File: config.mk
export PLATFORM = sky130hd
export DESIGN_NAME = service_arbiter
export DESIGN_NICKNAME = d
export VERILOG_FILES = /design/src/rtl/service_pkg.sv /design/src/rtl/service_arbiter_rr_pick.sv /design/src/rtl/service_arbiter.sv
export SDC_FILE = /design/constraint.sdc
export NUM_CORES = 1
export LEC_CHECK = 0
export CAP_MARGIN = 15
export CORE_ASPECT_RATIO = 1.25
export CORE_MARGIN = 1.5
export CORE_UTILIZATION = 50
export CTS_CLUSTER_DIAMETER = 60
export DETAILED_ROUTE_END_ITERATION = 10
export DONT_BUFFER_PORTS = 1
export PLACE_DENSITY_LB_ADDON = 0.2
export SKIP_LAST_GASP = 1
export SLEW_MARGIN = 20
export SYNTH_ARGS = -nofsm -noshare
export SYNTH_HDL_FRONTEND = slang
export SYNTH_SLANG_ARGS = --single-unit
File: constraint.sdc
create_clock -name clk -period 4.8 [get_ports clk]
set_input_delay 1.2 -clock clk [delete_from_list [all_inputs] [get_ports clk]]
set_output_delay 1.2 -clock clk [all_outputs]
set_load 0.01 [all_outputs]
File: src/rtl/service_pkg.sv
// rtl/service_pkg.sv - shared types and constants for the watch service arbiter
//
// Contents:
//   state_t       arbiter state encoding (IDLE, ACTIVE, DRAIN)
//   N_SVC_DEF     default number of services
//   SEG_W_DEF     default display bus width
//   BLANK_SEG     display pattern shown while no service owns the display
//   SVC_*         service index constants
//   idx_w()       width of an index into n services (at least 1 bit)
package service_pkg;

  typedef enum logic [1:0] {
    IDLE   = 2'd0,
    ACTIVE = 2'd1,
    DRAIN  = 2'd2
  } state_t;

  localparam int N_SVC_DEF = 4;
  localparam int SEG_W_DEF = 16;

  localparam logic [SEG_W_DEF-1:0] BLANK_SEG = 16'h0000;

  localparam int SVC_CLOCK     = 0;
  localparam int SVC_ALARM     = 1;
  localparam int SVC_STOPWATCH = 2;
  localparam int SVC_TIMER     = 3;

  function automatic int idx_w(input int n);
    return (n > 1) ? $clog2(n) : 1;
  endfunction

endpackage

File: src/rtl/service_arbiter_rr_pick.sv
// rtl/service_arbiter_rr_pick.sv - combinational round-robin pick after a given index
//
// Ports:
//   req    in   N    request vector
//   last   in   IW   index granted most recently
//   grant  out  IW   first set request index strictly after last, cyclic
//   valid  out  1    at least one request is set
module rr_pick
  import service_pkg::*;
#(
  parameter int N  = N_SVC_DEF,
  parameter int IW = idx_w(N)
) (
  input  logic [N-1:0]  req,
  input  logic [IW-1:0] last,
  output logic [IW-1:0] grant,
  output logic          valid
);

  // Offsets 1..N walk every index once, starting just after last;
  // offset N lands on last itself so it is picked only when it is alone.
  always_comb begin
    grant = '0;
    valid = 1'b0;
    for (int k = 1; k <= N; k++) begin
      if (!valid && req[(int'(last) + k) % N]) begin
        valid = 1'b1;
        grant = IW'((int'(last) + k) % N);
      end
    end
  end

endmodule

File: src/rtl/service_arbiter.sv
// rtl/service_arbiter.sv - grants one watch service at a time the buttons and display
//
// Ports:
//   clk          in   1            system clock, rising edge
//   reset        in   1            synchronous, active-high
//   spdt         in   N_SVC        synchronized switch levels
//   push_m       in   1            debounced mode button level
//   push_u       in   1            debounced up button level
//   svc_seg      in   N_SVC*SEG_W  per-service display data, service i at [i*SEG_W +: SEG_W]
//   svc_finish   in   N_SVC        per-service one-cycle finish pulse
//   svc_en       out  N_SVC        one-hot enable to the owner
//   svc_push_m   out  N_SVC        one-cycle mode pulse to the owner
//   svc_push_u   out  N_SVC        one-cycle up pulse to the owner
//   segments     out  SEG_W        display bus
//   owner        out  OW           current or last owner index
//   busy         out  1            session in progress (ACTIVE or DRAIN)
//   err_timeout  out  1            one-cycle pulse when a drained service never finished
module service_arbiter
  import service_pkg::*;
#(
  parameter int                N_SVC          = N_SVC_DEF,
  parameter int                SEG_W          = SEG_W_DEF,
  parameter int                FINISH_TIMEOUT = 1000,
  parameter logic [SEG_W-1:0]  BLANK_SEG      = service_pkg::BLANK_SEG,
  parameter int                OW             = idx_w(N_SVC)
) (
  input  logic                     clk,
  input  logic                     reset,
  input  logic [N_SVC-1:0]         spdt,
  input  logic                     push_m,
  input  logic                     push_u,
  input  logic [N_SVC*SEG_W-1:0]   svc_seg,
  input  logic [N_SVC-1:0]         svc_finish,
  output logic [N_SVC-1:0]         svc_en,
  output logic [N_SVC-1:0]         svc_push_m,
  output logic [N_SVC-1:0]         svc_push_u,
  output logic [SEG_W-1:0]         segments,
  output logic [OW-1:0]            owner,
  output logic                     busy,
  output logic                     err_timeout
);

  localparam int TW = (FINISH_TIMEOUT > 1) ? $clog2(FINISH_TIMEOUT) : 1;

  state_t             state_q, state_d;
  logic [OW-1:0]      owner_q, owner_d;
  logic [OW-1:0]      last_q, last_d;
  logic [N_SVC-1:0]   lock_q, lock_d;
  logic [TW-1:0]      timer_q, timer_d;
  logic               pm_prev_q, pm_prev_d;
  logic               pu_prev_q, pu_prev_d;
  logic [N_SVC-1:0]   en_q, en_d;
  logic [N_SVC-1:0]   pm_q, pm_d;
  logic [N_SVC-1:0]   pu_q, pu_d;
  logic [SEG_W-1:0]   seg_q, seg_d;
  logic               busy_q, busy_d;
  logic               err_q, err_d;

  logic [OW-1:0]      pick;
  logic               pick_valid;
  logic               fin_own;
  logic               sw_own;
  logic               timeout_hit;
  logic [N_SVC-1:0]   owner_onehot;

  // Locked switches must be lowered before they can win again.
  rr_pick #(
    .N  (N_SVC),
    .IW (OW)
  ) u_rr_pick (
    .req   (spdt & ~lock_q),
    .last  (last_q),
    .grant (pick),
    .valid (pick_valid)
  );

  assign fin_own      = svc_finish[owner_q];
  assign sw_own       = spdt[owner_q];
  assign owner_onehot = N_SVC'(1) << owner_q;
  assign timeout_hit  = (state_q == DRAIN) && !fin_own &&
                        (timer_q == TW'(FINISH_TIMEOUT - 1));

  always_ff @(posedge clk) begin
    if (reset) begin
      state_q   <= IDLE;
      owner_q   <= '0;
      last_q    <= OW'(N_SVC - 1);
      lock_q    <= '0;
      timer_q   <= '0;
      pm_prev_q <= 1'b0;
      pu_prev_q <= 1'b0;
      en_q      <= '0;
      pm_q      <= '0;
      pu_q      <= '0;
      seg_q     <= BLANK_SEG;
      busy_q    <= 1'b0;
      err_q     <= 1'b0;
    end else begin
      state_q   <= state_d;
      owner_q   <= owner_d;
      last_q    <= last_d;
      lock_q    <= lock_d;
      timer_q   <= timer_d;
      pm_prev_q <= pm_prev_d;
      pu_prev_q <= pu_prev_d;
      en_q      <= en_d;
      pm_q      <= pm_d;
      pu_q      <= pu_d;
      seg_q     <= seg_d;
      busy_q    <= busy_d;
      err_q     <= err_d;
    end
  end

  // Next-state: grant, session end, drain timer and lock bookkeeping.
  always_comb begin
    state_d = state_q;
    owner_d = owner_q;
    last_d  = last_q;
    timer_d = '0;
    lock_d  = lock_q & spdt;
    case (state_q)
      IDLE: begin
        if (pick_valid) begin
          state_d = ACTIVE;
          owner_d = pick;
          last_d  = pick;
        end
      end
      ACTIVE: begin
        // A finish beats a simultaneous switch drop; the lock only sticks
        // if the switch is still up.
        if (fin_own) begin
          state_d = IDLE;
          if (sw_own) lock_d[owner_q] = 1'b1;
        end else if (!sw_own) begin
          state_d = DRAIN;
        end
      end
      DRAIN: begin
        if (fin_own || timeout_hit) begin
          state_d = IDLE;
          if (sw_own) lock_d[owner_q] = 1'b1;
        end else begin
          timer_d = timer_q + TW'(1);
        end
      end
      default: state_d = IDLE;
    endcase
  end

  // Output register inputs: everything follows the current state, so
  // outputs settle one edge after the state changes.
  always_comb begin
    pm_prev_d = push_m;
    pu_prev_d = push_u;
    en_d      = (state_q == ACTIVE) ? owner_onehot : '0;
    pm_d      = (state_q == ACTIVE && push_m && !pm_prev_q) ? owner_onehot : '0;
    pu_d      = (state_q == ACTIVE && push_u && !pu_prev_q) ? owner_onehot : '0;
    seg_d     = (state_q == IDLE) ? BLANK_SEG : svc_seg[owner_q*SEG_W +: SEG_W];
    busy_d    = (state_q != IDLE);
    err_d     = timeout_hit;
  end

  assign svc_en      = en_q;
  assign svc_push_m  = pm_q;
  assign svc_push_u  = pu_q;
  assign segments    = seg_q;
  assign owner       = owner_q;
  assign busy        = busy_q;
  assign err_timeout = err_q;

endmodule

==> flow_summary.ini <==
[run_status]
status = complete, no violations

[place]
port_buffers = 0
place.gp.congestion = 0.8655
dp_cells = 270
place_ws_ps = 2209
hpwlAfterDp_um = 4357

[cells_and_area]
fin_nets = 299
syn2layout_area_growth_pct = 5.173
layout_commonest_cell = dfxtp_1
final_cells = 278
antennaDiodeCount = 0
utilization_pct = 55.33
drive_gt1_share_pct = 17.73
layout_common_cells = dfxtp_1 (51), nor2_1 (18), mux4_2 (18)

[routing]
route.detailed.drc = 0
drt-vias-per-instance = 6.097
num_vias = 1695
drt_iter0_markers = 100
wl_per_cell_um = 19.82
dr.pass1.iters = 4
routed_wl_um = 5510
detail-route-antenna-nets = 0

[synth]
synth_compound_area_share_pct = 8.907
seq_area_frac_synth_pct = 44.37
synth_edf_count = 0
synth.distinct_cells = 36
syn_area_um2 = 2346
postSynthCellCount = 221
synthXorXnorAreaFrac_pct = 2.240
synthArstFlopShare_pct = 0
yosys.area_share.simple_pct = 21.07
syn_nets = 301
yosys_warnings = 0
muxShareOfSynthArea_pct = 17.28
synth_top_family_by_area = simple AND/OR/NAND/NOR gates
ys_ff_latch = 52
synthAdderAreaFrac_pct = 2.133
syn_area_per_cell_um2 = 10.62
synth_flop_cell = dfxtp_1

[grt]
antenna_found_initial = 0
grt_pass1_wl_um = 8376
grt_overflow = 0
grt_pass1_vias = 1651
grt_max_degree = 27
grtUsageTotal_pct = 21.36

[job]
drv_cap = 0

[clocking]
cts.clk_slew.worst_paths_ps = 100
cts_buffers = 5
clk_latency_ps = 300
cts_tree = done
cts-root-buf = clkbuf_8
clockBufferDepth = 2
cts_resized = 0
cts_sinks = 52
htreeDepth = 2
post_cts_buffers = 0
cts-hold-fix-buffers = 0

[setup_path]
cp.required_ps = 3600
worstPathMaxFanout = 15
rr_endpoint = timer_q[9]
arrival_ps = 1560
ff2ff_path_depth = 3
reg2reg_from = owner[0]
cp_slowest_cell = dfxtp_1
critical_path_class = flip-flop to output pin
critPathLaunchType = flip-flop
startpoint = owner[0]
r2r_slack_ps = 2410
end_kind = output pin
cp_num_cells = 1
endpoint = owner[0]
slowest_delay_ps = 880
cp_cell_sequence = buf_4
crit_family = flip-flops
crit_buf_inv = 1

[power_and_ir_drop]
power.density_nw_per_um2 = 479.5
max-vdd-ir-drop_mv = 0.2185
p_leak_nw = 0.8792
power.total_mw = 1.183

[timing]
fin_skew_ps = 7.119
setup-tns-final_ps = 0
fmax_mhz = 362.3
worst_pin_slew_ps = 829.2
finalHoldViolCount = 0
rsz0062_at_grt = false
maxSlewViolCount = 0
period_minus_slack_ps = 2760
relSlewSlack_pct = 44.64
fin_crit_sh_pct = 57.51
fin_ws_ps = 2040
setup_violations = 0

[floorplanning]
initial_core_util_pct = 52.61
fp-row-count = 27
core_um2 = 4459
die-area_um2 = 5115
die_h_um = 79.59
die_x_um = 64.27
ios = 108

[hold_path]
hold_path.class = flip-flop to flip-flop
[how the worst min path moves through the flow]
stage                     cells after the start          to  startpoint  slack [ps]
final                                         1  timer_q[0]  timer_q[0]         490
after detailed placement                      1  timer_q[0]  timer_q[0]         470
after global placement                        1  timer_q[0]  timer_q[0]         450
after floorplan                               1  timer_q[0]  timer_q[0]         440
after CTS                                     1  timer_q[0]  timer_q[0]         490
after global routing                          1  timer_q[0]  timer_q[0]         520
[cell usage after synthesis, types with 3 or more instances]
cell type / instances / share of area (%)
inv_1: 10 / 1.6
ha_1: 4 / 2.1
xor2_1: 3 / 1.1
a31oi_1: 3 / 0.80
buf_2: 3 / 0.64
nand3_1: 5 / 1.1
and2_1: 17 / 4.5
nor2b_1: 5 / 1.3
a21oi_1: 14 / 3.0
or3_1: 3 / 0.80
dfxtp_1: 52 / 44
mux4_2: 18 / 17
nor4b_1: 4 / 1.5
nor2_2: 7 / 1.9
nand2b_1: 6 / 1.6
xnor2_1: 3 / 1.1
and3_1: 3 / 0.80
clkbuf_1: 5 / 0.80
nand2_1: 10 / 1.6
nor2_1: 18 / 2.9
o21ai_0: 7 / 1.5
[registers in the layout, indices dropped and copies added, names as in the netlist]
| signal | flops |
|---|---|
| timer_q | 10 |
| err_timeout | 1 |
| svc_en | 4 |
| pm_prev_q | 1 |
| segments | 16 |
| svc_push_m | 4 |
| last_q | 2 |
| state_q | 2 |
| svc_push_u | 4 |
| lock_q | 4 |
| owner | 2 |
| busy | 1 |
| pu_prev_q | 1 |
[where the power goes]
group	total, mW	switching (mW)	internal, mW
clock network	0.257	0.149	0.107
logic	0.337	0.155	0.182
registers	0.590	0.0985	0.492
[routing by layer]
layer	up-vias	wire, um	track usage, %
met5	-	0	0
met4	0	76	7.234
met3	8	555	6.347
met2	95	2962	40.21
met1	811	1915	22.34
li1	781	-	-
[cells by family (layout without fill, tap and decap cells)]
| family | count (synthesis) | count (layout) |
|---|---|---|
| AO/OA/AOI/OAI | 34 | 34 |
| XOR/XNOR | 6 | 6 |
| adder cells (fa/ha/maj) | 4 | 4 |
| buffers and inverters | 20 | 19 |
| flip-flops | 52 | 52 |
| multiplexers | 18 | 18 |
| AND/OR/NAND/NOR | 87 | 87 |
[through the flow]
| step | instance area (um^2) | hold WS (ps) |
|---|---|---|
| CTS | 2466 | 492.0 |
| floorplan | 2346 | 439.2 |
| detailed placement | 2370 | 469.5 |
| finish | 2467 | 493.2 |
| global placement | 2370 | 453.3 |
| global route | 2467 | 517.5 |
[area by class of cell]
class,instances,area [um^2]
timing repair buffer,1,7.507
fill,400,1992
clock buffer,5,68.82
inverter,10,37.54
multi-input combinational,149,1211
clock inverter,3,27.53
tap,58,72.57
sequential,52,1042
(Power assumes the default switching activity.)
